===== src/rtl/ofm_pkg.sv =====
// Shared definitions for the OFM write-back path: FSM encoding, pack-factor
// derivation and the ReLU clamp decision reused by requantise blocks.
package ofm_pkg;

    typedef enum logic [1:0] {
        ST_IDLE = 2'd0,
        ST_RUN  = 2'd1,
        ST_DONE = 2'd2
    } ofm_state_t;

    // Number of WI-bit elements that fit in one BRAM word.
    function automatic int pack_factor(input int data_w, input int elem_w);
        return data_w / elem_w;
    endfunction

    // True when a signed element must be forced to zero by ReLU.
    function automatic logic relu_clamp(input logic relu_en, input logic sign_bit);
        return relu_en && sign_bit;
    endfunction

endpackage


===== src/rtl/ofm_lane_packer.sv =====
// Accumulates elements into lanes of one BRAM word and presents the word with
// its strobes for a single cycle when told to emit, then starts a fresh word.
module ofm_lane_packer
    import ofm_pkg::*;
#(
    parameter int WI     = 8,
    parameter int PACK   = 4,
    parameter int LANE_W = 2
) (
    input  logic                 clk,
    input  logic                 rstn,
    input  logic                 i_clr,
    input  logic                 i_wr,
    input  logic                 i_emit,
    input  logic [LANE_W-1:0]    i_lane,
    input  logic [WI-1:0]        i_data,
    output logic [WI*PACK-1:0]   o_data,
    output logic [PACK-1:0]      o_we
);

    logic [WI*PACK-1:0] r_pack;
    logic [PACK-1:0]    r_strb;
    logic [WI*PACK-1:0] w_pack_nxt;
    logic [PACK-1:0]    w_strb_nxt;

    // NOTE: both outputs get a default before the loop so no latch is inferred.
    always_comb begin
        w_pack_nxt = r_pack;
        w_strb_nxt = r_strb;
        for (int i = 0; i < PACK; i++) begin
            if (i_lane == LANE_W'(i)) begin
                w_pack_nxt[i*WI +: WI] = i_data;
                w_strb_nxt[i]          = 1'b1;
            end
        end
    end

    // NOTE: sequential state uses non-blocking assignments so every register
    // samples pre-edge values regardless of statement order.
    always_ff @(posedge clk or negedge rstn) begin
        if (!rstn) begin
            r_pack <= '0;
            r_strb <= '0;
            o_data <= '0;
            o_we   <= '0;
        end else begin
            o_we <= '0;
            if (i_clr) begin
                r_pack <= '0;
                r_strb <= '0;
            end else if (i_wr) begin
                if (i_emit) begin
                    // Unfilled lanes are already zero because the word was cleared.
                    o_data <= w_pack_nxt;
                    o_we   <= w_strb_nxt;
                    r_pack <= '0;
                    r_strb <= '0;
                end else begin
                    r_pack <= w_pack_nxt;
                    r_strb <= w_strb_nxt;
                end
            end
        end
    end

endmodule


===== src/rtl/ofm_pack_writer.sv =====
// Packs the serial conv output stream into BRAM words and writes them from a
// programmable base address; ap_start/ap_done handshake, sticky overflow flag.
module ofm_pack_writer
    import ofm_pkg::*;
#(
    parameter int WI                 = 8,
    parameter int BRAM_DATA_WIDTH    = 32,
    parameter int BRAM_ADDRESS_WIDTH = 14,
    parameter int DIM_W              = 9,
    parameter int CNT_W              = 24
) (
    input  logic                                   clk,
    input  logic                                   rstn,
    input  logic                                   ap_start,
    input  logic [BRAM_ADDRESS_WIDTH-1:0]          base_addr,
    input  logic [DIM_W-1:0]                       ofm_w,
    input  logic [DIM_W-1:0]                       ofm_h,
    input  logic [DIM_W-1:0]                       out_ch,
    input  logic                                   relu_en,
    input  logic [WI-1:0]                          din,
    input  logic                                   din_vld,
    output logic                                   din_rdy,
    output logic [BRAM_ADDRESS_WIDTH-1:0]          bram_addr,
    output logic [BRAM_DATA_WIDTH-1:0]             bram_data,
    output logic [BRAM_DATA_WIDTH/WI-1:0]          bram_we,
    output logic                                   ap_done,
    output logic                                   ap_idle,
    output logic                                   err_overflow
);

    localparam int PACK   = pack_factor(BRAM_DATA_WIDTH, WI);
    localparam int LANE_W = (PACK > 1) ? $clog2(PACK) : 1;
    localparam logic [LANE_W-1:0] LAST_LANE = LANE_W'(PACK - 1);

    ofm_state_t                     r_state;
    logic [BRAM_ADDRESS_WIDTH-1:0]  r_base;
    logic [BRAM_ADDRESS_WIDTH-1:0]  r_word_idx;
    logic [BRAM_ADDRESS_WIDTH-1:0]  r_addr;
    logic                           r_relu;
    logic [CNT_W-1:0]               r_total;
    logic [CNT_W-1:0]               r_elem_cnt;
    logic [LANE_W-1:0]              r_lane;
    logic                           r_din_rdy;
    logic                           r_done;
    logic                           r_idle;
    logic                           r_err;

    logic [CNT_W-1:0]               w_total;
    logic                           w_start;
    logic                           w_xfer;
    logic                           w_last;
    logic                           w_emit;
    logic [WI-1:0]                  w_elem;

    assign w_total = CNT_W'(ofm_w) * CNT_W'(ofm_h) * CNT_W'(out_ch);
    assign w_start = (r_state == ST_IDLE) && ap_start;
    assign w_xfer  = din_vld && r_din_rdy;
    assign w_last  = (r_elem_cnt == r_total - CNT_W'(1));
    assign w_emit  = w_xfer && ((r_lane == LAST_LANE) || w_last);
    assign w_elem  = relu_clamp(r_relu, din[WI-1]) ? '0 : din;

    ofm_lane_packer #(
        .WI     (WI),
        .PACK   (PACK),
        .LANE_W (LANE_W)
    ) u_packer (
        .clk    (clk),
        .rstn   (rstn),
        .i_clr  (w_start),
        .i_wr   (w_xfer),
        .i_emit (w_emit),
        .i_lane (r_lane),
        .i_data (w_elem),
        .o_data (bram_data),
        .o_we   (bram_we)
    );

    always_ff @(posedge clk or negedge rstn) begin
        if (!rstn) begin
            r_state    <= ST_IDLE;
            r_base     <= '0;
            r_word_idx <= '0;
            r_addr     <= '0;
            r_relu     <= 1'b0;
            r_total    <= '0;
            r_elem_cnt <= '0;
            r_lane     <= '0;
            r_din_rdy  <= 1'b0;
            r_done     <= 1'b0;
            r_idle     <= 1'b1;
            r_err      <= 1'b0;
        end else begin
            case (r_state)
                ST_IDLE: begin
                    r_done <= 1'b0;
                    if (ap_start) begin
                        r_base     <= base_addr;
                        r_relu     <= relu_en;
                        r_total    <= w_total;
                        r_elem_cnt <= '0;
                        r_lane     <= '0;
                        r_word_idx <= '0;
                        r_err      <= 1'b0;
                        r_idle     <= 1'b0;
                        if (w_total == '0) begin
                            r_state <= ST_DONE;
                        end else begin
                            r_state   <= ST_RUN;
                            r_din_rdy <= 1'b1;
                        end
                    end
                end

                ST_RUN: begin
                    if (w_xfer) begin
                        r_elem_cnt <= r_elem_cnt + CNT_W'(1);
                        r_lane     <= (r_lane == LAST_LANE) ? '0 : r_lane + LANE_W'(1);
                        if (w_emit) begin
                            r_addr     <= r_base + r_word_idx;
                            r_word_idx <= r_word_idx + BRAM_ADDRESS_WIDTH'(1);
                        end
                        // Ready drops together with the final write being presented.
                        if (w_last) begin
                            r_state   <= ST_DONE;
                            r_din_rdy <= 1'b0;
                        end
                    end
                end

                ST_DONE: begin
                    r_done  <= 1'b1;
                    r_idle  <= 1'b1;
                    r_state <= ST_IDLE;
                    if (din_vld) begin
                        r_err <= 1'b1;
                    end
                end

                default: begin
                    r_state   <= ST_IDLE;
                    r_din_rdy <= 1'b0;
                    r_idle    <= 1'b1;
                end
            endcase
        end
    end

    assign din_rdy      = r_din_rdy;
    assign bram_addr    = r_addr;
    assign ap_done      = r_done;
    assign ap_idle      = r_idle;
    assign err_overflow = r_err;

endmodule


===== config.mk =====
export PLATFORM = sky130hd
export DESIGN_NAME = ofm_pack_writer
export DESIGN_NICKNAME = d
export VERILOG_FILES = /design/src/rtl/ofm_pkg.sv /design/src/rtl/ofm_lane_packer.sv /design/src/rtl/ofm_pack_writer.sv
export SDC_FILE = /design/constraint.sdc
export NUM_CORES = 1
export LEC_CHECK = 0
export ABC_AREA = 0
export ABC_CLOCK_PERIOD_IN_PS = 9140
export BUFFER_PORTS_ARGS = -buffer_cell sky130_fd_sc_hd__buf_2
export CAP_MARGIN = 5
export CELL_PAD_IN_SITES_DETAIL_PLACEMENT = 0
export CELL_PAD_IN_SITES_GLOBAL_PLACEMENT = 2
export CORE_MARGIN = 1.5
export CORE_UTILIZATION = 39
export DETAILED_ROUTE_END_ITERATION = 12
export PLACE_DENSITY_LB_ADDON = 0.12
export SLEW_MARGIN = 20
export SYNTH_ARGS = -nofsm -noshare
export SYNTH_HDL_FRONTEND = slang
export SYNTH_SLANG_ARGS = --single-unit

===== constraint.sdc =====
create_clock -name clk -period 9.14 [get_ports clk]
set_input_delay 0.457 -clock clk [delete_from_list [all_inputs] [get_ports clk]]
set_output_delay 0.457 -clock clk [all_outputs]
set_load 0.01 [all_outputs]

Word-level counts from Yosys, hierarchy flattened
Index checks and enable logic that the tools add are counted.
{"block": "totals", "reg_bits": 171, "in_bits": 54, "out_inout_bits": 54}
{"block": "op_classes", "n_addsub": 5, "multipliers": 2, "n_eq_ne": 12, "n_mux": 44, "bitwise_logic": 3, "reduce_logical": 20}
{"op": "$mux 32", "n": 3}
{"op": "$mux 24", "n": 2}
{"op": "$pmux 24 s2", "n": 1}
{"op": "$mux 14", "n": 3}
{"op": "$mux 8", "n": 5}
{"op": "$pmux 14 s2", "n": 1}
{"op": "$add 24x1->24 const B", "n": 1}
{"op": "$eq 24x24->1", "n": 1}
{"op": "$logic_not 24->1", "n": 1}
{"op": "$mul 18x9->24", "n": 1}
{"op": "$mux 4", "n": 6}
{"op": "$sub 24x1->24 const B", "n": 1}
{"op": "$mul 9x9->18", "n": 1}
{"op": "$reduce_and 3->1", "n": 5}
{"op": "$add 14x1->14 const B", "n": 1}
{"op": "$add 14x14->14", "n": 1}
{"op": "$mux 2", "n": 7}
{"op": "$mux 1", "n": 10}
{"op": "$ne 2x2->1 const B", "n": 5}
{"op": "$pmux 2 s2", "n": 2}
{"op": "$eq 2x2->1 const B", "n": 3}
{"op": "$pmux 1 s2", "n": 3}
{"op": "$reduce_bool 2->1", "n": 3}
{"op": "$reduce_and 5->1", "n": 1}
{"op": "10 further kinds", "n": 18}

Depth between registers and ports, before layout
{"block": "depth", "ltp_word": 7, "depth_mapped": 38, "ltp_nobuf": 36}

Modules after synthesis
Synthesis repeated with hierarchy kept, for this count alone.
{"block": "hier_totals", "cells_unflattened": 1771, "area_unflattened_um2": 16293.1}
{"mod": "ofm_pack_writer", "instances": 1, "cells_each": 1521, "area_each_um2": 13316.5}
{"mod": "ofm_lane_packer", "instances": 1, "cells_each": 250, "area_each_um2": 2976.6}

Worst setup path after synthesis
No wires, ideal clock.
{"block": "synth_timing", "kind": "input to register", "start": "in ofm_h[0]", "end": "reg r_din_rdy (netlist: din_rdy)", "setup_ps": 131, "t_arrival_ps": 8788, "t_required_ps": 9009, "setup_slack_ps": 221, "cell_stages": 34, "cell_sequence": "clkbuf_1 > nand2_1 > fa_1 > fa_1 > fa_1 > fa_1 > inv_1 > ha_1 > nand2_1 > a21bo_2 > nand2_1 > nor2_1 > nor2b_1 > o21a_1 > nor2_1 > xnor2_1 > and2_1 > fa_1 > inv_1 > fa_1 > fa_1 > fa_1 > inv_1 > ha_1 > clkbuf_1 > nand2_1 > o31a_1 > o32a_1 > o31ai_1 > xnor2_1 > o2111ai_1 > nor4_1 > a21oi_1 > or3_1"}
{"block": "synth_between", "elab_chain_len": 5}
{"element": "from (decl)", "line_no": "ofm_pack_writer.sv:17", "rtl": "input logic [DIM_W-1:0] ofm_h,"}
{"element": "$mul 9x9->18", "line_no": "ofm_pack_writer.sv:55", "rtl": "assign w_total = CNT_W'(ofm_w) * CNT_W'(ofm_h) * CNT_W'(out_ch);"}
{"element": "$mul 18x9->24", "line_no": "ofm_pack_writer.sv:55"}
{"element": "$logic_not 24->1", "line_no": "ofm_pack_writer.sv:105", "rtl": "if (w_total == '0) begin"}
{"element": "$ne 2x2->1 (no line)"}
{"element": "$reduce_and 5->1 (no line)"}
{"element": "to (signal assigned)", "line_no": "ofm_pack_writer.sv:88", "rtl": "r_din_rdy <= 1'b0;"}
{"element": "to (signal assigned)", "line_no": "ofm_pack_writer.sv:109", "rtl": "r_din_rdy <= 1'b1;"}
{"element": "to (signal assigned)", "line_no": "ofm_pack_writer.sv:125", "rtl": "r_din_rdy <= 1'b0;"}
{"element": "to (decl)", "line_no": "ofm_pack_writer.sv:43", "rtl": "logic r_din_rdy;"}
Every way passes these cells.
A chain may end at the register's enable or synchronous reset.

Final worst setup path
Ends and elaborated chain as after synthesis.

==> flow_summary.ini <==
[outcome]
status = completed

[global_routing]
antenna_found_initial = 0
grt_pass1_wl_um = 70270
grt_max_degree = 109
grt-ovfl-total = 0
track_usage_pct = 20.14
first_global_vias = 13520

[floorplanning]
core_um2 = 41020
dieHeight_um = 207.1
dieArea_um2 = 42900
ios = 108
start_util_pct = 39.62
num_rows = 74
die_w_um = 207.1

[synth]
async_reset_ff_share_pct = 100.0
synthFlopType = dfrtp_1
synth_common_cells = nand2_1 (220), inv_1 (213), dfrtp_1 (170), fa_1 (162), and2_1 (159)
yosysMostFrequentCell = nand2_1
synth_seq_cells = 171
synth_top_area_cell = dfrtp_1
postSynthCellCount = 1814
synth_edf_count = 0
synthTopCellsByArea = dfrtp_1 (26%), fa_1 (20%), ha_1 (7.2%)
ys_types = 72
ys_seq_area_share_pct = 26.34
synth_area_per_cell_um2 = 8.958
synth_area_um2 = 16250
yosysWarnings = 0
synth_top_area_share_pct = 26.18
synth_nets = 2124

[clock_network]
path_clk_slew_ns = 0.07
cts_tree = built
cts_buffer_depth = 2
cts_root_buf = clkbuf_16
cts_sinks = 171
htree_levels = 4
cts_buffers = 17
clock_latency_ns = 0.44

[final_layout]
multi_input_area_um2 = 10930
diodes = 0
seqCellArea_um2 = 4280
nFillCells = 4116
nets = 2282
final_cells = 2516
postLayoutCellArea_um2 = 18680
syn_to_final_growth_pct = 14.93
drive_above_1_share_pct = 14.31

[worst_setup_path]
arrival_ns = 9.02
endpoint_kind = flop
critPathLaunchType = primary input
worstSetupPathType = primary input to flop
crit_buf_inv = 10
cp_top_family = adder cells
slowest_delay_ns = 0.63
worst-path-max-fanout = 9
slowest_stage = or4b_2
crit_required_ns = 9.46
crit_path_frequent_cell = fa_1

[routing]
drc = 0
vias = 12810
wl_per_cell_um = 16.39
drt_iter0_markers = 641
via_per_inst = 5.091
drt_wl_total_um = 41240
drt-pass1-iter-count = 7
ant_nets = 0

[sta]
setup_ws_ns = 0.4373
relSlewSlack_pct = 31.88
final-hold-violation-count = 0
fin_crit_ns = 8.703
worstMarginPinSlew_ns = 1.019
max_freq_ghz = 0.1149
post-route-period-util_pct = 95.22
maxSlewViolCount = 0
skew_ns = 0.01147
setup_viol = 0

[placement]
portBuffers = 107
place_ws_ns = -0.3419
dp_cells = 2484
place_congestion = 0.8433
dp_hpwl_um = 32420
placed_area_um2 = 18000

[flow_run]
cap_violations = 0

[worst_hold_path]
hold_path_class = primary input to async pin
[flip-flops by register name, summed over array words and instances, names as in the netlist]
signal,flops
r_lane,2
ap_idle,1
din_rdy,1
bram_addr,14
r_elem_cnt,24
r_state,2
r_total,24
u_packer.o_data,32
err_overflow,1
u_packer.r_strb,4
r_relu,1
r_word_idx,14
ap_done,1
u_packer.r_pack,32
u_packer.o_we,4
r_base,14
[worst reg2reg max path: cells and delay by family, from the launching register on]
kind / cells / cell delay, ns
AOI/OAI and AO/OA: 3 / 0.74
DFF: 1 / 0.45
buffers and inverters: 1 / 0.29
and+or+nand+nor: 6 / 2.86
[cell usage in the layout (no fill, tap or decap), types with 24 or more instances in the layout]
master,instances
ha_1,92
nand2_1,220
fa_1,162
a21oi_1,79
o21ai_0,61
and2_1,159
nand3_1,24
nor2_1,116
mux2i_1,34
buf_4,114
a22oi_1,24
xnor2_1,44
and3_1,27
nor3_1,30
dfrtp_1,170
xor2_1,42
inv_1,213
buf_2,103
[metrics by stage]
step	hold WS (ns)	setup TNS, ns	utilization (%)
after floorplan	0.1614	0	-
after global placement	0.4628	-0.5304	43.87
after detailed placement	0.4625	-0.6625	43.87
after CTS	0.1928	0	45.32
after global routing	0.2150	-0.007716	45.53
final	0.1539	0	45.53
[logic make-up (layout without fill, tap and decap cells)]
kind of cell | count (synthesis) | after routing | share of synthesized area (%)
DFF | 171 | 171 | 26.34
muxes | 39 | 39 | 2.441
adders and majority gates | 256 | 256 | 27.19
and+or+nand+nor | 688 | 688 | 21.28
xor gates and xnor gates | 88 | 88 | 4.828
buffers and inverters | 296 | 466 | 6.906
AOI/OAI and AO/OA | 276 | 276 | 11.01
[repair_timing]
action | CTS | global route
hold endpoints to repair | 0 | 0
setup buffers | 0 | 1
hold buffers | 0 | 0
endpoints found under the setup margin | 0 | 3
resized for setup | 0 | 18
[metal layers]
layer | track usage, % | wire [um]
met4 | 4.539 | 527
met5 | 0 | 0
met2 | 35.65 | 20300
met1 | 26.76 | 19400
met3 | 1.728 | 1012
[worst paths after layout]
kind,slack (ns),start,cells past startpoint,to
worst max-delay path,0.44,ofm_h[0],38,din_rdy
worst min-delay path,0.15,rstn,1,bram_addr[2]
worst max register to register,4.73,r_total[8],10,u_packer.o_data[9]
worst min register to register,0.48,u_packer.r_strb[3],1,u_packer.o_we[3]
max in group asynchronous,7.59,rstn,2,r_total[17]
min in group clk,0.21,base_addr[7],3,r_base[7]
[cell type report]
type                       instances  share of cell area [%]
multi-input combinational       1347                   58.50
sequential                       171                   22.92
timing repair buffer             221                   7.537
inverter                         214                   4.301
tap                              532                   3.564
clock buffer                      18                   2.351
clock inverter                    13                  0.8240
Power is not shown: default switching activity piles up to over one toggle a cycle in this logic, so the estimate is an artifact.
